File: config.mk
export PLATFORM = sky130hd
export DESIGN_NAME = result_reader
export DESIGN_NICKNAME = d
export VERILOG_FILES = /design/src/rtl/result_reader.sv
export SDC_FILE = /design/constraint.sdc
export NUM_CORES = 1
export LEC_CHECK = 0
export BUFFER_PORTS_ARGS = -buffer_cell sky130_fd_sc_hd__buf_4
export CAP_MARGIN = 20
export CORE_ASPECT_RATIO = 1.1
export CORE_UTILIZATION = 57
export CTS_CLUSTER_SIZE = 28
export DETAILED_ROUTE_END_ITERATION = 16
export PLACE_DENSITY_LB_ADDON = 0.08
export SETUP_SLACK_MARGIN = 0.1
export SYNTH_ARGS = -nofsm -noshare
export SYNTH_HDL_FRONTEND = slang
export SYNTH_SLANG_ARGS = --single-unit
File: constraint.sdc
create_clock -name clk -period 2.38 [get_ports clk]
set_input_delay 0.476 -clock clk [delete_from_list [all_inputs] [get_ports clk]]
set_output_delay 0.476 -clock clk [all_outputs]
set_load 0.05 [all_outputs]
File: src/rtl/result_reader.sv
// Result buffer (2**ADDRESSSIZE x DATASIZE) streamed out on start.
// Two cycles from start to first outValid, then one word per 2 cycles at best.
// outData/outLast hold in SEND until outReady; `RESULT_READER_ZSKIP_EN skips zero words.
module result_reader #(
  parameter int DATASIZE    = 32,
  parameter int ADDRESSSIZE = 3
) (
  input  logic                   clk,
  input  logic                   rst,
  input  logic                   wrEn,
  input  logic [ADDRESSSIZE-1:0] wrAddress,
  input  logic [DATASIZE-1:0]    wrData,
  input  logic                   start,
  input  logic [ADDRESSSIZE:0]   count,
  output logic                   outValid,
  input  logic                   outReady,
  output logic [DATASIZE-1:0]    outData,
  output logic                   outLast,
  output logic                   busy,
  output logic                   done
);

  localparam int DEPTH = 1 << ADDRESSSIZE;
  localparam logic [ADDRESSSIZE-1:0] ADDR_ONE = 1;
  localparam logic [ADDRESSSIZE:0]   CNT_ONE  = 1;

  typedef enum logic [1:0] {IDLE, FETCH, SEND, DONE} state_t;

  state_t                 state_q, state_d;
  logic [ADDRESSSIZE-1:0] rd_addr_q, rd_addr_d;
  logic [ADDRESSSIZE:0]   cnt_q, cnt_d;
  logic [DATASIZE-1:0]    out_data_q, out_data_d;
  logic                   out_last_q, out_last_d;
  logic [DATASIZE-1:0]    mem_q [DEPTH];
  logic [DATASIZE-1:0]    mem_d [DEPTH];
  logic [DATASIZE-1:0]    rd_word;
  logic                   at_last;

  // Reads use mem_q, so a same-edge write to the fetched entry is not seen.
  always_comb begin
    mem_d = mem_q;
    if (wrEn) mem_d[wrAddress] = wrData;
  end

  always_comb begin
    rd_word    = mem_q[rd_addr_q];
    at_last    = ({1'b0, rd_addr_q} == (cnt_q - CNT_ONE));
    state_d    = state_q;
    rd_addr_d  = rd_addr_q;
    cnt_d      = cnt_q;
    out_data_d = out_data_q;
    out_last_d = out_last_q;
    case (state_q)
      IDLE: begin
        if (start) begin
          if (count != '0) begin
            cnt_d     = count;
            rd_addr_d = '0;
            state_d   = FETCH;
          end else begin
            state_d = DONE;
          end
        end
      end
      FETCH: begin
`ifdef RESULT_READER_ZSKIP_EN
        if (rd_word == '0) begin
          if (at_last) state_d = DONE;
          else         rd_addr_d = rd_addr_q + ADDR_ONE;
        end else begin
          out_data_d = rd_word;
          out_last_d = at_last;
          state_d    = SEND;
        end
`else
        out_data_d = rd_word;
        out_last_d = at_last;
        state_d    = SEND;
`endif
      end
      SEND: begin
        if (outReady) begin
          if (out_last_q) begin
            state_d = DONE;
          end else begin
            rd_addr_d = rd_addr_q + ADDR_ONE;
            state_d   = FETCH;
          end
        end
      end
      DONE:    state_d = IDLE;
      default: state_d = IDLE;
    endcase
  end

  always_ff @(posedge clk or negedge rst) begin
    if (!rst) begin
      state_q    <= IDLE;
      rd_addr_q  <= '0;
      cnt_q      <= '0;
      out_data_q <= '0;
      out_last_q <= 1'b0;
      for (int i = 0; i < DEPTH; i++) mem_q[i] <= '0;
    end else begin
      state_q    <= state_d;
      rd_addr_q  <= rd_addr_d;
      cnt_q      <= cnt_d;
      out_data_q <= out_data_d;
      out_last_q <= out_last_d;
      mem_q      <= mem_d;
    end
  end

  // outLast is qualified by SEND so a stale flag never leaks out.
  assign outValid = (state_q == SEND);
  assign outLast  = out_last_q && (state_q == SEND);
  assign outData  = out_data_q;
  assign busy     = (state_q != IDLE);
  assign done     = (state_q == DONE);

endmodule

==> results.py, run 1 <==
metrics = {
    "sta": {
        "slew_headroom_pct": 64.32,
        "setup_slack_ps": 328.8,
        "setup_viol": 0,
        "timing.fmax_mhz": 487.5,
        "worst_clock_skew_ps": 6.369,
        "period_share_pct": 86.19,
        "period_minus_slack_ps": 2051,
        "setup_tns_ps": 0,
        "grt_setup_unrepaired": "no",
        "worstMarginPinSlew_ps": 535.1,
        "drv_slew": 0,
        "hold_violations": 0,
    },
    "yosys": {
        "seq_area_frac_synth_pct": 55.64,
        "yosysWarnings": 0,
        "ys_ff_latch": 298,
        "async_flop_share_pct": 100.0,
        "syn_nets": 979,
        "synth_area_per_cell_sq_um": 14.37,
        "synth_ff_type": "dfrtp_1",
        "ys_types": 39,
        "netlist_area_sq_um": 13400,
        "synth_edf_count": 0,
        "syn_inst": 933,
    },
    "grt": {
        "track_usage_pct": 23.80,
        "grt_pass1_wl_mm": 44.95,
        "grt_max_degree": 68,
        "grt-ovfl-total": 0,
        "antenna_found_initial": 0,
        "grt_pass1_vias": 8173,
    },
    "clocking": {
        "clkSinkCount": 298,
        "cts_tree": "yes",
        "hold_buffers": 1,
        "htreeDepth": 1,
        "cts_root_buffer": "clkbuf_16",
        "cts_resized": 0,
        "postCtsSetupRepairBufs": 0,
        "numCtsBuffers": 30,
        "clock_latency_ps": 540,
        "clk_pin_slew_worst_paths_ps": 60,
        "ctsLongestPathBuffers": 3,
    },
    "placed_design": {
        "placed_cell_area_sq_um": 14380,
        "portBuffers": 79,
        "dp_hpwl_mm": 16.05,
        "dp.cells": 1280,
        "dpl_worst_slack_ps": 499.4,
        "place_congestion": 0.7277,
    },
    "finish": {
        "area.growth.synth_to_final_pct": 14.92,
        "drive_gt1_share_pct": 47.63,
        "fillers": 1713,
        "final_nets": 1059,
        "stdcell_area_sq_um": 15400,
        "multi_input_area_sq_um": 5530,
        "post-route-util_pct": 66.95,
        "seq_area_sq_um": 7461,
        "fin_cells": 1335,
        "diodes": 0,
    },
    "worst_setup_path": {
        "reg2reg_slack_ps": 500,
        "r2r_cells": 4,
        "worstSetupPathType": "register to output pin",
        "crit_path_max_fanout": 11,
        "required_ps": 1900,
        "crit_arrival_ps": 1580,
        "cp-start-kind": "register",
        "end_kind": "output pin",
        "r2r_end": "outData[20]$_DFFE_PN0P_",
        "reg2reg_from": "rd_addr_q[0]$_DFFE_PN0P_",
    },
    "floorplanning": {
        "fp.dieArea_sq_um": 24130,
        "io_pins": 80,
        "die_w_um": 148.2,
        "die_h_um": 162.8,
        "num_rows": 58,
        "core_area_sq_um": 23000,
        "initial_core_util_pct": 58.26,
    },
    "route": {
        "drt_iter0_markers": 301,
        "drc": 0,
        "wl_mm": 27.22,
        "first_pass_iters": 4,
        "drt.antenna.violating_nets": 0,
        "post_drt_wl_per_cell_um": 20.39,
        "via_per_inst": 5.821,
        "vias": 7771,
    },
    "power_and_ir_drop": {
        "power_density_nw_per_um2": 1176,
        "ir_drop_uv": 1010,
        "power.leakage_nw": 6.774,
    },
    "hold_path": {
        "holdCritPathClass": "input port to register",
        "hold_path_end": "cnt_q[3]$_DFFE_PN0P_",
        "min_from": "count[3]",
        "min_path_cells": 2,
    },
    "status": {
        "status": "finished, final reports clean",
    },
    "job": {
        "maxCapViolations": 0,
    },
}
## cell families (layout without fill, tap and decap cells)
logic type               count (synthesis)  in the layout  share of synthesized area [%]
flip-flops                             298            298                          55.64
AND/OR/NAND/NOR                         63             63                          2.605
XOR/XNOR                                 5              5                         0.3267
adder cells (fa/ha/maj)                  2              2                         0.1867
AO/OA/AOI/OAI                          106            106                          5.928
multiplexers                           388            388                          32.00
buffers and inverters                   71            173                          3.314
## cells in the final DEF, fill, tap and decap left out, types with 2 or more instances in the layout
master / synthesis / layout
mux2_2: 319 / 319
dfrtp_1: 298 / 297
buf_4: 10 / 98
mux2i_1: 64 / 64
nand2_1: 39 / 39
o22ai_1: 32 / 32
a22o_1: 32 / 32
o31ai_1: 31 / 31
clkbuf_16: 0 / 31
buf_12: 2 / 12
clkbuf_8: 0 / 11
clkinv_2: 0 / 8
inv_1: 7 / 7
xnor2_1: 5 / 5
mux2_1: 5 / 5
o21ai_0: 4 / 4
nand4b_1: 3 / 3
clkbuf_1: 17 / 3
nand3b_1: 2 / 2
a21oi_1: 2 / 2
nand2b_2: 0 / 2
nor3_1: 2 / 2
and2_1: 2 / 2
nor3_4: 1 / 2
nor3b_4: 2 / 2
ha_1: 2 / 2
## area by class of cell
type	count	area share [%]
inverter	7	0.1706
timing repair buffer	112	6.499
clock buffer	45	6.093
multi-input combinational	564	35.91
tap	300	2.437
clock inverter	9	0.4549
sequential	298	48.44
## layer usage
metal	wire length [um]	vias to the layer above	global-route usage, %
met2	13100	113	39.33
met5	0	-	0
li1	-	3594	-
met4	352	0	4.733
met1	12850	4030	34.00
met3	918	34	2.941
## per-stage QoR
| step | hold slack [ps] | power (mW) |
|---|---|---|
| after floorplan | 180.4 | 11.78 |
| after global placement | 398.3 | 13.41 |
| after detailed placement | 395.9 | 13.54 |
| after CTS | 162.3 | 18.31 |
| after global routing | 164.3 | 19.11 |
| final | 178.0 | 18.12 |
## worst max-delay path, cell delays in order (launching register included)
cell and delay (ps):
dfrtp_1 490, nor2b_2 220, and2_1 130, buf_4 190
## power breakdown
part	internal, mW	switching, mW
combinational	2.91	3.31
sequential	6.37	0.824
clock	2.81	1.90
total	12.1	6.03
## registers in the layout, indices dropped and copies added (netlist names)
signal and flops:
out_last_q 1, cnt_q 4, outData 32, state_q 2
rd_addr_q 3, mem_q 256
## synthesized netlist by cell type, types with 2 or more instances
cell / n / area [sq um]
o31ai_1: 31 / 232.7
buf_4: 10 / 75.07
buf_2: 25 / 125.1
a22o_1: 32 / 280.3
mux2_2: 319 / 3592
buf_12: 2 / 40.04
nand4b_1: 3 / 26.28
xnor2_1: 5 / 43.79
nand3b_1: 2 / 15.01
clkbuf_1: 17 / 63.81
inv_1: 7 / 26.28
ha_1: 2 / 25.02
nor2b_1: 2 / 12.51
a21oi_1: 2 / 10.01
buf_6: 7 / 78.83
mux2i_1: 64 / 640.6
dfrtp_1: 298 / 7457
o22ai_1: 32 / 200.2
buf_8: 2 / 30.03
mux2_1: 5 / 56.30
nor3_1: 2 / 10.01
and2_1: 2 / 12.51
nor3b_4: 2 / 37.54
nand2_1: 39 / 146.4
nand2b_1: 3 / 18.77
nor2_1: 2 / 7.510
o21ai_0: 4 / 20.02
## worst max-delay path by stage
stage                                          to  depth (start not counted)                      from
after floorplan                           outLast                          3    state_q[1]$_DFFE_PN0P_
after global placement     mem_q[109]$_DFFE_PN0P_                          5              wrAddress[0]
after detailed placement  outData[20]$_DFFE_PN0P_                          4  rd_addr_q[0]$_DFFE_PN0P_
after CTS                                 outLast                          3    state_q[1]$_DFFE_PN0P_
after global routing                      outLast                          3    state_q[1]$_DFFE_PN0P_
final                                     outLast                          3    state_q[1]$_DFFE_PN0P_
(Power assumes the default switching activity.)
==> run 2, diff against run 1 <==
- BUFFER_PORTS_ARGS: -buffer_cell sky130_fd_sc_hd__buf_4 -> default
- CORE_UTILIZATION: 57 -> 25
- CTS_BUF_LIST: default -> sky130_fd_sc_hd__clkbuf_16
- DONT_BUFFER_PORTS: default -> 1
==> results.py, run 2 (same netlist as run 1, synthesis figures left out) <==
metrics = {
    "status": {
        "status": "finished, violations left",
        "violations": "negative hold slack",
    },
    "clocking": {
        "ctsLongestPathBuffers": 3,
        "cts_tree": "yes",
        "clkSinkCount": 298,
        "htreeDepth": 2,
        "cts_root_buffer": "clkbuf_16",
        "numCtsBuffers": 38,
        "clock_latency_ps": 540,
        "clk_pin_slew_worst_paths_ps": 50,
    },
    "worst_setup_path": {
        "end_kind": "output pin",
        "required_ps": 1900,
        "crit_arrival_ps": 1580,
        "cp-endpoint": "done",
        "worstSetupPathType": "register to output pin",
        "reg2reg_from": "rd_addr_q[0]$_DFFE_PN0P_",
        "path_delay_family": "flip-flops",
        "path_cells": "and2_1",
        "r2r_end": "outData[17]$_DFFE_PN0P_",
        "crit_path_max_fanout": 9,
        "path_depth": 1,
        "setup.worst_path.start": "state_q[0]$_DFFE_PN0P_",
        "r2r_cells": 4,
        "cpPeakStageDelay_ps": 530,
        "reg2reg_slack_ps": 620,
        "crit_path_top_delay_cell": "dfrtp_1",
        "cp-start-kind": "register",
        "crit_buf_inv": 0,
    },
    "finish": {
        "area.growth.synth_to_final_pct": 14.65,
        "largest_reg_flops": 256,
        "final_common_cell": "mux2_2",
        "seq_area_sq_um": 7461,
        "regMostFlops": "mem_q",
        "diodes": 0,
        "fin_cells": 1631,
        "final_nets": 979,
        "multi_input_area_sq_um": 5538,
        "drive_gt1_share_pct": 42.05,
        "final_cell_mix": "mux2_2, dfrtp_1, mux2i_1",
        "fillers": 5292,
    },
    "floorplanning": {
        "num_rows": 88,
        "die_w_um": 222.8,
        "io_pins": 80,
        "initial_core_util_pct": 25.41,
        "core_area_sq_um": 52740,
        "fp.dieArea_sq_um": 54540,
        "die_h_um": 244.8,
    },
    "grt": {
        "track_usage_pct": 13.44,
        "antenna_found_initial": 1,
        "grt_max_degree": 299,
        "grt_pass1_vias": 8301,
        "grt-ovfl-total": 0,
        "grt_pass1_wl_mm": 54.86,
    },
    "power_and_ir_drop": {
        "power.leakage_nw": 6.438,
        "ir_drop_uv": 502.0,
        "power_density_nw_per_um2": 1197,
    },
    "sta": {
        "timing.fmax_mhz": 486.1,
        "worstMarginPinSlew_ps": 1400,
        "setup_viol": 0,
        "worst_clock_skew_ps": 14.39,
        "hold_ws_ps": -365.1,
        "grt_setup_unrepaired": "no",
        "period_share_pct": 86.44,
        "period_minus_slack_ps": 2057,
        "setup_tns_ps": 0,
        "hold_violations": 298,
        "slew_headroom_pct": 6.679,
        "drv_slew": 0,
    },
    "placed_design": {
        "dp.cells": 1568,
        "place_congestion": 0.6762,
        "dp_hpwl_mm": 18.87,
        "portBuffers": 0,
    },
    "route": {
        "via_per_inst": 4.605,
        "wl_mm": 35.40,
        "drt_iter0_markers": 281,
        "first_pass_iters": 4,
        "drc": 0,
        "drt.antenna.violating_nets": 0,
        "vias": 7510,
        "post_drt_wl_per_cell_um": 21.70,
    },
    "job": {
        "maxCapViolations": 0,
    },
    "hold_path": {
        "holdCritPathClass": "input port to async pin",
    },
}
[run 2: repair_timing]
item	4_1_cts	5_1_grt
buffers inserted	0	0
endpoints found under the hold margin	298	298
gates resized for setup	0	0
[run 2: report_power, final]
part           internal [mW]  leakage, nW  total [mW]  switching, mW
registers               6.36         3.60        8.09           1.73
clock network           3.15        0.582        5.36           2.20
logic                   2.58         2.26        4.94           2.37
total                   12.1         6.44        18.4           6.31
[run 2: layer usage]
| layer | track usage (%) | wire (um) | vias to the layer above | share of wire, % |
|---|---|---|---|---|
| li1 | - | - | 3440 | - |
| met1 | 17.99 | 16410 | 3916 | 46 |
| met2 | 21.41 | 16490 | 112 | 47 |
| met3 | 3.100 | 1783 | 42 | 5.0 |
| met4 | 4.219 | 722 | 0 | 2.0 |
| met5 | 0 | 0 | - | 0 |
[run 2: layout make-up]
type	count	share of cell area [%]
Tap cell	675	5.496
Timing Repair Buffer	24	2.394
Clock buffer	39	6.351
Sequential cell	298	48.55
Inverter	7	0.1710
Clock inverter	24	0.9934
Multi-Input combinational cell	564	36.04
[run 2: worst min-delay path by stage]
| stage | cells after the start | start | endpoint |
|---|---|---|---|
| 4_1_cts | 0 | rst | mem_q[54]$_DFFE_PN0P_ |
| 6_report | 0 | rst | rd_addr_q[2]$_DFFE_PN0P_ |
| 2_1_floorplan | 0 | rst | cnt_q[0]$_DFFE_PN0P_ |
| 3_5_place_dp | 0 | rst | state_q[1]$_DFFE_PN0P_ |
| 5_1_grt | 0 | rst | cnt_q[0]$_DFFE_PN0P_ |
| 3_3_place_gp | 0 | rst | state_q[1]$_DFFE_PN0P_ |
[run 2: metrics by stage]
stage	util, %	hold WS (ps)	setup WS, ps	cell area, sq um	power, mW
CTS	29.13	-403.0	264.9	15370	18.87
detailed placement	27.00	204.5	534.2	14240	13.31
global route	29.13	-402.8	247.5	15370	19.56
floorplan	-	180.4	305.5	13410	11.78
finish	29.13	-365.1	322.8	15370	18.39
global placement	27.00	198.9	544.6	14240	13.27
==> run 3, diff against run 2 <==
- REMOVE_ABC_BUFFERS: default -> 1
- SLEW_MARGIN: default -> 25
==> results.py, run 3 (same netlist as run 1, synthesis figures left out) <==
metrics = {
    "worst_setup_path": {
        "crit_buf_inv": 0,
        "cpPeakStageDelay_ps": 520,
        "crit_path_top_delay_cell": "dfrtp_1",
        "crit_path_max_fanout": 9,
        "end_kind": "output pin",
        "path_delay_family": "flip-flops",
        "required_ps": 1900,
        "cp-start-kind": "register",
        "worstSetupPathType": "register to output pin",
        "crit_arrival_ps": 1570,
        "path_cells": "and2_1",
    },
    "clocking": {
        "clk_pin_slew_worst_paths_ps": 60,
        "htreeDepth": 2,
        "cts_resized": 0,
        "numCtsBuffers": 37,
        "cts_root_buffer": "clkbuf_16",
        "postCtsSetupRepairBufs": 0,
        "ctsLongestPathBuffers": 3,
        "cts_tree": "yes",
        "clkSinkCount": 298,
        "clock_latency_ps": 550,
    },
    "sta": {
        "drv_slew": 0,
        "grt_setup_unrepaired": "no",
        "period_share_pct": 86.01,
        "hold_violations": 298,
        "period_minus_slack_ps": 2047,
        "hold_ws_ps": -379.0,
        "worst_clock_skew_ps": 22.19,
        "timing.fmax_mhz": 488.5,
        "setup_viol": 0,
        "worstMarginPinSlew_ps": 1054,
        "setup_tns_ps": 0,
        "slew_headroom_pct": 29.70,
    },
    "finish": {
        "drive_gt1_share_pct": 42.00,
        "final_common_cell": "mux2_2",
        "final_nets": 981,
        "diodes": 0,
        "regMostFlops": "mem_q",
        "area.growth.synth_to_final_pct": 14.70,
        "largest_reg_flops": 256,
        "final_cell_mix": "mux2_2, dfrtp_1, mux2i_1",
    },
    "floorplanning": {
        "core_area_sq_um": 52740,
        "num_rows": 88,
        "die_h_um": 244.8,
        "fp.dieArea_sq_um": 54540,
        "initial_core_util_pct": 25.41,
        "io_pins": 80,
        "die_w_um": 222.8,
    },
    "route": {
        "vias": 7607,
        "drt_iter0_markers": 204,
        "drc": 0,
        "first_pass_iters": 4,
        "via_per_inst": 4.647,
        "post_drt_wl_per_cell_um": 22.20,
        "wl_mm": 36.34,
        "drt.antenna.violating_nets": 0,
    },
    "grt": {
        "grt_max_degree": 299,
        "track_usage_pct": 13.77,
        "grt-ovfl-total": 0,
        "grt_pass1_vias": 8339,
        "antenna_found_initial": 0,
        "grt_pass1_wl_mm": 55.82,
    },
    "status": {
        "status": "finished, violations left",
        "violations": "negative hold slack",
    },
    "job": {
        "maxCapViolations": 0,
    },
    "placed_design": {
        "place_congestion": 0.6591,
        "portBuffers": 0,
        "dp_hpwl_mm": 19.50,
    },
    "power_and_ir_drop": {
        "power.leakage_nw": 6.433,
        "ir_drop_uv": 413.0,
        "power_density_nw_per_um2": 1190,
    },
    "hold_path": {
        "holdCritPathClass": "input port to async pin",
    },
}
run 3: worst paths after layout:
path,to,cells past startpoint,slack [ps],from
setup / recovery,done,1,330,state_q[0]$_DFFE_PN0P_
hold / removal,mem_q[54]$_DFFE_PN0P_,0,-380,rst
setup reg to reg,outData[19]$_DFFE_PN0P_,4,600,rd_addr_q[2]$_DFFE_PN0P_
hold reg to reg,mem_q[101]$_DFFE_PN0P_,1,480,mem_q[101]$_DFFE_PN0P_
max in group asynchronous,mem_q[164]$_DFFE_PN0P_,0,1880,rst
min in group clk,mem_q[189]$_DFFE_PN0P_,1,60,wrData[29]
run 3: layer usage:
metal / GRT usage, % / vias to the layer above / part of all wire, % / routed length (um)
met3: 3.400 / 56 / 4.5 / 1641
met2: 23.49 / 102 / 49 / 17850
li1: - / 3461 / - / -
met4: 4.260 / 0 / 2.4 / 858
met1: 17.02 / 3988 / 44 / 15980
met5: 0 / - / 0 / 0
run 3: metrics by stage:
stage               cells  area, sq um  worst slack (ps)  util [%]  power [mW]
detailed placement   1571        14300             526.3     27.10       13.43
global route         1637        15370             224.4     29.15       19.45
finish               1637        15370             333.0     29.15       18.30
global placement     1571        14300             546.0     27.10       13.38
floorplan             869        12990             -2216         -       11.38
CTS                  1637        15370             286.8     29.15       18.79
run 3: worst register-to-register path: cells and delay by family (launching register included):
family	cells	cell delay, ps
AOI/OAI and AO/OA	2	210
buffers and inverters	1	320
DFF	1	500
and+or+nand+nor	1	610
run 3: area by class of cell:
type	instances	area, sq um
Fill cell	5301	37370
Sequential cell	298	7461
Multi-Input combinational cell	564	5535
Clock buffer	37	925.9
Tap cell	675	844.6
Timing Repair Buffer	27	427.9
Clock inverter	29	152.6
Inverter	7	26.28
run 3: where the power goes:
group	switching, mW	internal (mW)
Sequential	1.76	6.35
Combinational	2.38	2.66
Clock	2.23	2.92
